==> src/rtl/bp_be_cache_req_arb.sv <==
// Round-robin arbiter that funnels several backend requesters into one LCE request port.
// Each grant is held through its metadata and completion phases before the next grant is made.
//
// state  | meaning
// e_idle | arbitrate; winner's request is presented to the LCE
// e_meta | request accepted; waiting for the granted channel's metadata
// e_busy | metadata sent; waiting for LCE completion
module bp_be_cache_req_arb #(
   parameter int num_req_p    = 2,
   parameter int req_width_p  = 64,
   parameter int meta_width_p = 8,
   localparam int id_width_lp = (num_req_p > 1) ? $clog2(num_req_p) : 1
) (
   input  logic                              clk_i,
   input  logic                              reset_i,
   input  logic [num_req_p*req_width_p-1:0]  req_i,
   input  logic [num_req_p-1:0]              req_v_i,
   output logic [num_req_p-1:0]              req_ready_o,
   input  logic [num_req_p*meta_width_p-1:0] meta_i,
   input  logic [num_req_p-1:0]              meta_v_i,
   output logic [num_req_p-1:0]              complete_o,
   output logic [req_width_p-1:0]            cache_req_o,
   output logic                              cache_req_v_o,
   input  logic                              cache_req_ready_i,
   output logic [meta_width_p-1:0]           cache_req_metadata_o,
   output logic                              cache_req_metadata_v_o,
   input  logic                              cache_req_complete_i,
   output logic [id_width_lp-1:0]            grant_id_o,
   output logic                              err_o
);

   typedef enum logic [1:0] {e_idle, e_meta, e_busy} state_e;

   state_e                 state_r, state_n;
   logic [id_width_lp-1:0] grant_r, grant_n;
   logic [id_width_lp-1:0] last_grant_r, last_grant_n;
   logic                   err_r, err_n;
   logic [id_width_lp-1:0] winner;
   logic                   any_v;
   logic                   found;
   int                     idx;

   logic [req_width_p-1:0]  req_arr  [num_req_p];
   logic [meta_width_p-1:0] meta_arr [num_req_p];

   for (genvar n = 0; n < num_req_p; n++) begin : g_unpack
      assign req_arr[n]  = req_i[n*req_width_p +: req_width_p];
      assign meta_arr[n] = meta_i[n*meta_width_p +: meta_width_p];
   end

   assign any_v = |req_v_i;

   // Search starts one past the last completed grant so every channel gets a turn.
   always_comb begin
      found  = 1'b0;
      winner = last_grant_r;
      idx    = 0;
      for (int i = 0; i < num_req_p; i++) begin
         idx = (int'(last_grant_r) + 1 + i) % num_req_p;
         if (!found && req_v_i[id_width_lp'(idx)]) begin
            found  = 1'b1;
            winner = id_width_lp'(idx);
         end
      end
   end

   always_comb begin
      state_n                = state_r;
      grant_n                = grant_r;
      last_grant_n           = last_grant_r;
      err_n                  = err_r;
      req_ready_o            = '0;
      complete_o             = '0;
      cache_req_v_o          = 1'b0;
      cache_req_metadata_v_o = 1'b0;
      cache_req_o            = req_arr[winner];
      cache_req_metadata_o   = meta_arr[grant_r];
      grant_id_o             = (state_r == e_idle) ? winner : grant_r;

      case (state_r)
         e_idle: begin
            cache_req_v_o = any_v;
            if (any_v)
               req_ready_o[winner] = cache_req_ready_i;
            if (any_v && cache_req_ready_i) begin
               grant_n = winner;
               state_n = e_meta;
            end
            if (cache_req_complete_i || (|meta_v_i))
               err_n = 1'b1;
         end
         e_meta: begin
            cache_req_metadata_v_o = meta_v_i[grant_r];
            if (meta_v_i[grant_r]) begin
               if (cache_req_complete_i) begin
                  complete_o[grant_r] = 1'b1;
                  last_grant_n        = grant_r;
                  state_n             = e_idle;
               end else begin
                  state_n = e_busy;
               end
            end else if (cache_req_complete_i) begin
               err_n = 1'b1;
            end
         end
         e_busy: begin
            if (cache_req_complete_i) begin
               complete_o[grant_r] = 1'b1;
               last_grant_n        = grant_r;
               state_n             = e_idle;
            end
         end
         default: state_n = e_idle;
      endcase

      // Handshake outputs are forced quiet for the whole reset cycle, not just after the edge.
      if (!reset_i) begin
         req_ready_o            = '0;
         complete_o             = '0;
         cache_req_v_o          = 1'b0;
         cache_req_metadata_v_o = 1'b0;
      end
   end

   always_ff @(posedge clk_i) begin
      if (!reset_i) begin
         state_r      <= e_idle;
         grant_r      <= '0;
         last_grant_r <= id_width_lp'(num_req_p - 1);
         err_r        <= 1'b0;
      end else begin
         state_r      <= state_n;
         grant_r      <= grant_n;
         last_grant_r <= last_grant_n;
         err_r        <= err_n;
      end
   end

   assign err_o = err_r;

endmodule

==> config.mk <==
export PLATFORM = sky130hd
export DESIGN_NAME = bp_be_cache_req_arb
export DESIGN_NICKNAME = d
export VERILOG_FILES = /design/src/rtl/bp_be_cache_req_arb.sv
export SDC_FILE = /design/constraint.sdc
export NUM_CORES = 1
export LEC_CHECK = 0
export BUFFER_PORTS_ARGS = -buffer_cell sky130_fd_sc_hd__buf_4
export CORE_AREA = 3 3 90 92
export CTS_BUF_LIST = sky130_fd_sc_hd__clkbuf_8
export DETAILED_ROUTE_END_ITERATION = 10
export DIE_AREA = 0 0 93 95
export SKIP_CTS_REPAIR_TIMING = 1
export SLEW_MARGIN = 20
export SYNTH_ARGS = -nofsm -noshare
export SYNTH_HDL_FRONTEND = slang
export SYNTH_SLANG_ARGS = --single-unit
==> constraint.sdc <==
create_clock -name clk_i -period 2.6 [get_ports clk_i]
set_input_delay 0.39 -clock clk_i [delete_from_list [all_inputs] [get_ports clk_i]]
set_output_delay 0.39 -clock clk_i [all_outputs]
set_load 0.03 [all_outputs]
==> flow_metrics.env <==
export IMPL_synth_fp_nets=291
export IMPL_crit_fanout=54
export IMPL_post_route_setup_tns_ns=0
export IMPL_synth_enable_flop_cells=0
export IMPL_yosys_warnings=0
export IMPL_globalplace_congestion=0.714
export IMPL_internal_power_uw=995
export IMPL_syn_mean_instance_area_um2=10.8
export IMPL_total_power_uw=1890
export IMPL_most_used_flip_flop_cell_after_synthesis="sky130_fd_sc_hd__dfxtp_1"
export IMPL_grt_first_pass_wirelength_um=9960
export IMPL_rsz0062_at_grt="no"
export IMPL_die_y_um=95
export IMPL_max_stage_delay_ns=0.38
export IMPL_ports_placed_on_the_boundary=232
export IMPL_drt_pass1_iterations=4
export IMPL_clk_insertion_delay_late_ns=0.21
export IMPL_h_tree_depth=1
export IMPL_cpMaxStageDelayCell="sky130_fd_sc_hd__mux2_2"
export IMPL_final_setup_viols=0
export IMPL_netlist_instances=134
export IMPL_n_antenna_cell=0
export IMPL_r2r_start="state_r[0]"
export IMPL_power_frac_comb_pct=86.6
export IMPL_cp_startpoint="last_grant_r"
export IMPL_crit_path_end_kind="primary output"
export IMPL_power_per_cell_area_nw_per_um2=571
export IMPL_max_vdd_ir_drop_uv=356
export IMPL_period_share_pct=82.2
export IMPL_cts_max_path_buffers=2
export IMPL_final_fill_count=717
export IMPL_overall_global_routing_resource_usage_pct=14.0
export IMPL_core_rowCount=31
export IMPL_antenna_found_initial=0
export IMPL_worstPathBufferInverterCount=2
export IMPL_cp_data_arrival_time_ns=1.75
export IMPL_yosys_cell_count_top_type="sky130_fd_sc_hd__mux2_4"
export IMPL_synth_async_reset_ratio_pct=0
export IMPL_initial_standard_cell_utilization_of_the_core_pct=19.9
export IMPL_wirelength_um=7140
export IMPL_seq_power_share_pct=6.3
export IMPL_synth_top_cells_by_count="sky130_fd_sc_hd__mux2_4 (36), sky130_fd_sc_hd__mux2_2 (34)"
export IMPL_yosys_register_bits=5
export IMPL_r2r_worst_path_cells=5
export IMPL_post_drt_via_cell_ratio=4.18
export IMPL_fp_dieArea_um2=8840
export IMPL_drtIter0Drc=34
export IMPL_finish_utilization_pct=45.5
export IMPL_cts_tree="yes"
export IMPL_post_route_min_period_ns=2.14
export IMPL_path_class="flip-flop to primary output"
export IMPL_grt_start_max_net_pins=55
export IMPL_post_route_cell_area_um2=3320
export IMPL_clkTransAtPathRegs_ns=0.03
export IMPL_dpl_hpwl_um=6380
export IMPL_drc=0
export IMPL_via_count=1927
export IMPL_startpoint_type="flip-flop"
export IMPL_detailroute_wirelength_met2_um=3810
export IMPL_synth_sequential_area_ratio_pct=6.89
export IMPL_die_w_um=93
export IMPL_crit_reg2reg_capture="err_o"
export IMPL_avgRoutedWirePerCell_um=15.5
export IMPL_coreArea_um2=7290
export IMPL_synthesis_area_um2=1450
export IMPL_critical_path_required_ns=2.21
export IMPL_vias_in_the_first_global_route=1904
export IMPL_post_dp_cell_area_um2=3270
export IMPL_power_share_clock_pct=7.1
export IMPL_area_delta_synth_final_pct=129
export IMPL_timing_final_hold_violations=0
export IMPL_worst_hold_path_type="input port to flip-flop"
export IMPL_reg2reg_slack_ns=1.13
export IMPL_number_of_i_o_port_buffers=231
export IMPL_power_static_leakage_uw=0.00176
export IMPL_ctsRootBufferMaster="sky130_fd_sc_hd__clkbuf_8"
export IMPL_worst_pin_slew_ns=0.452
export IMPL_final_net_count=520
export IMPL_power_share_switching_pct=47.5
export IMPL_reported_max_cap_violation_count=0
export IMPL_synth_largest_area_cell="sky130_fd_sc_hd__mux2_4"
export IMPL_top_layer="met4"
export IMPL_worst_clock_skew_ns=0.000455
export IMPL_final_max_slew_viol_count=0
export IMPL_worstSetupEndpoint="cache_req_o[3]"
export IMPL_worst_slew_margin_rel_pct=69.0
export IMPL_synth_largest_type_area_fraction_pct=37.2
export IMPL_run_status="completed"
export IMPL_cp_cell_sequence="xnor2_2 -> buf_12 -> mux2_2 -> buf_4"
export IMPL_critical_path_top_delay_family="buffers and inverters"
export IMPL_ys_types=30
export IMPL_cts_buffers_inserted=3
export IMPL_synth_area_top_cells="sky130_fd_sc_hd__mux2_4 (37%), sky130_fd_sc_hd__mux2_2 (26%), sky130_fd_sc_hd__dfxtp_1 (6.9%)"
export IMPL_globalRoute_totalOverflow=0
export IMPL_drive_gt1_share_pct=85.6
export IMPL_critical_path_depth=4
export IMPL_routed_wl_met3_um=661
export IMPL_detail_route_wirelength_met1_um=2640
export IMPL_p_sw_uw=899
export IMPL_postRouteAntennaNets=0
export IMPL_timing_fmax_mhz=468
export IMPL_tritoncts_sink_count=5
-- area by class of cell --
cell class              count  area (um2)  share of cell area, %
inverters                   2        7.51                  0.226
multi-input cells         117        1270                   38.4
flip-flops and latches      5         100                   3.02
clock buffers               3        41.3                   1.24
clock inverters             1        3.75                  0.113
repair buffers            234        1770                   53.3
well taps                  99         124                   3.73
-- sequential cells by signal, summed over array words and instances (netlist names) --
register,flops
last_grant_r,1
err_o,1
grant_r,1
state_r,2
-- worst reg2reg max path: stages, from the launching register on --
cell and delay (ns):
sky130_fd_sc_hd__dfxtp_1 0.39, sky130_fd_sc_hd__inv_1 0.10, sky130_fd_sc_hd__ha_1 0.32, sky130_fd_sc_hd__nor2b_1 0.18, sky130_fd_sc_hd__a211o_1 0.26, sky130_fd_sc_hd__o311a_1 0.11
-- cell usage in the layout, fill, tap and decap left out, types with 4 or more instances in the layout --
cell / n
sky130_fd_sc_hd__a21oi_1: 5
sky130_fd_sc_hd__buf_4: 233
sky130_fd_sc_hd__nor2_1: 4
sky130_fd_sc_hd__mux2_4: 36
sky130_fd_sc_hd__dfxtp_1: 5
sky130_fd_sc_hd__ha_1: 5
sky130_fd_sc_hd__nand2_1: 5
sky130_fd_sc_hd__mux2_2: 34
sky130_fd_sc_hd__nor2b_1: 4
-- worst min path at each step --
stage	start	endpoint	slack (ns)	cells after the start
floorplan	state_r[0]	state_r[0]	0.47	2
global placement	state_r[0]	state_r[0]	0.50	2
detailed placement	state_r[0]	state_r[0]	0.50	2
CTS	cache_req_complete_i	err_o	0.47	2
global route	cache_req_complete_i	err_o	0.48	2
finish	cache_req_complete_i	err_o	0.47	2
-- power by group through the flow --
| stage | Sequential, uW | Combinational (uW) | Clock (uW) |
|---|---|---|---|
| floorplan | 123 | 1100 | 0 |
| global placement | 120 | 1650 | 0 |
| detailed placement | 119 | 1660 | 0 |
| CTS | 118 | 1660 | 137 |
| global route | 123 | 1730 | 147 |
| finish | 119 | 1640 | 135 |
-- kinds of logic after synthesis --
| kind of cell | synth area share [%] |
|---|---|
| multiplexers | 67.2 |
| AND/OR/NAND/NOR | 8.01 |
| AO/OA/AOI/OAI | 7.06 |
| buffers and inverters | 5.94 |
| adder cells (fa/ha/maj) | 4.31 |
| flip-flops | 6.89 |
| XOR/XNOR | 0.603 |
-- layer usage --
layer	vias to the layer above	global-route usage, %
met3	4	3.19
met2	101	26.5
met4	0	1.71
met1	867	16.6
li1	955	-
met5	-	0
-- through the flow --
step / std cells / hold slack [ns] / setup WS [ns]
2_1_floorplan: 134 / 0.469 / 0.692
3_3_place_gp: 457 / 0.500 / 0.574
3_5_place_dp: 457 / 0.504 / 0.547
4_1_cts: 461 / 0.466 / 0.454
5_1_grt: 461 / 0.478 / 0.392
6_report: 461 / 0.467 / 0.464
(Power assumes the default switching activity.)
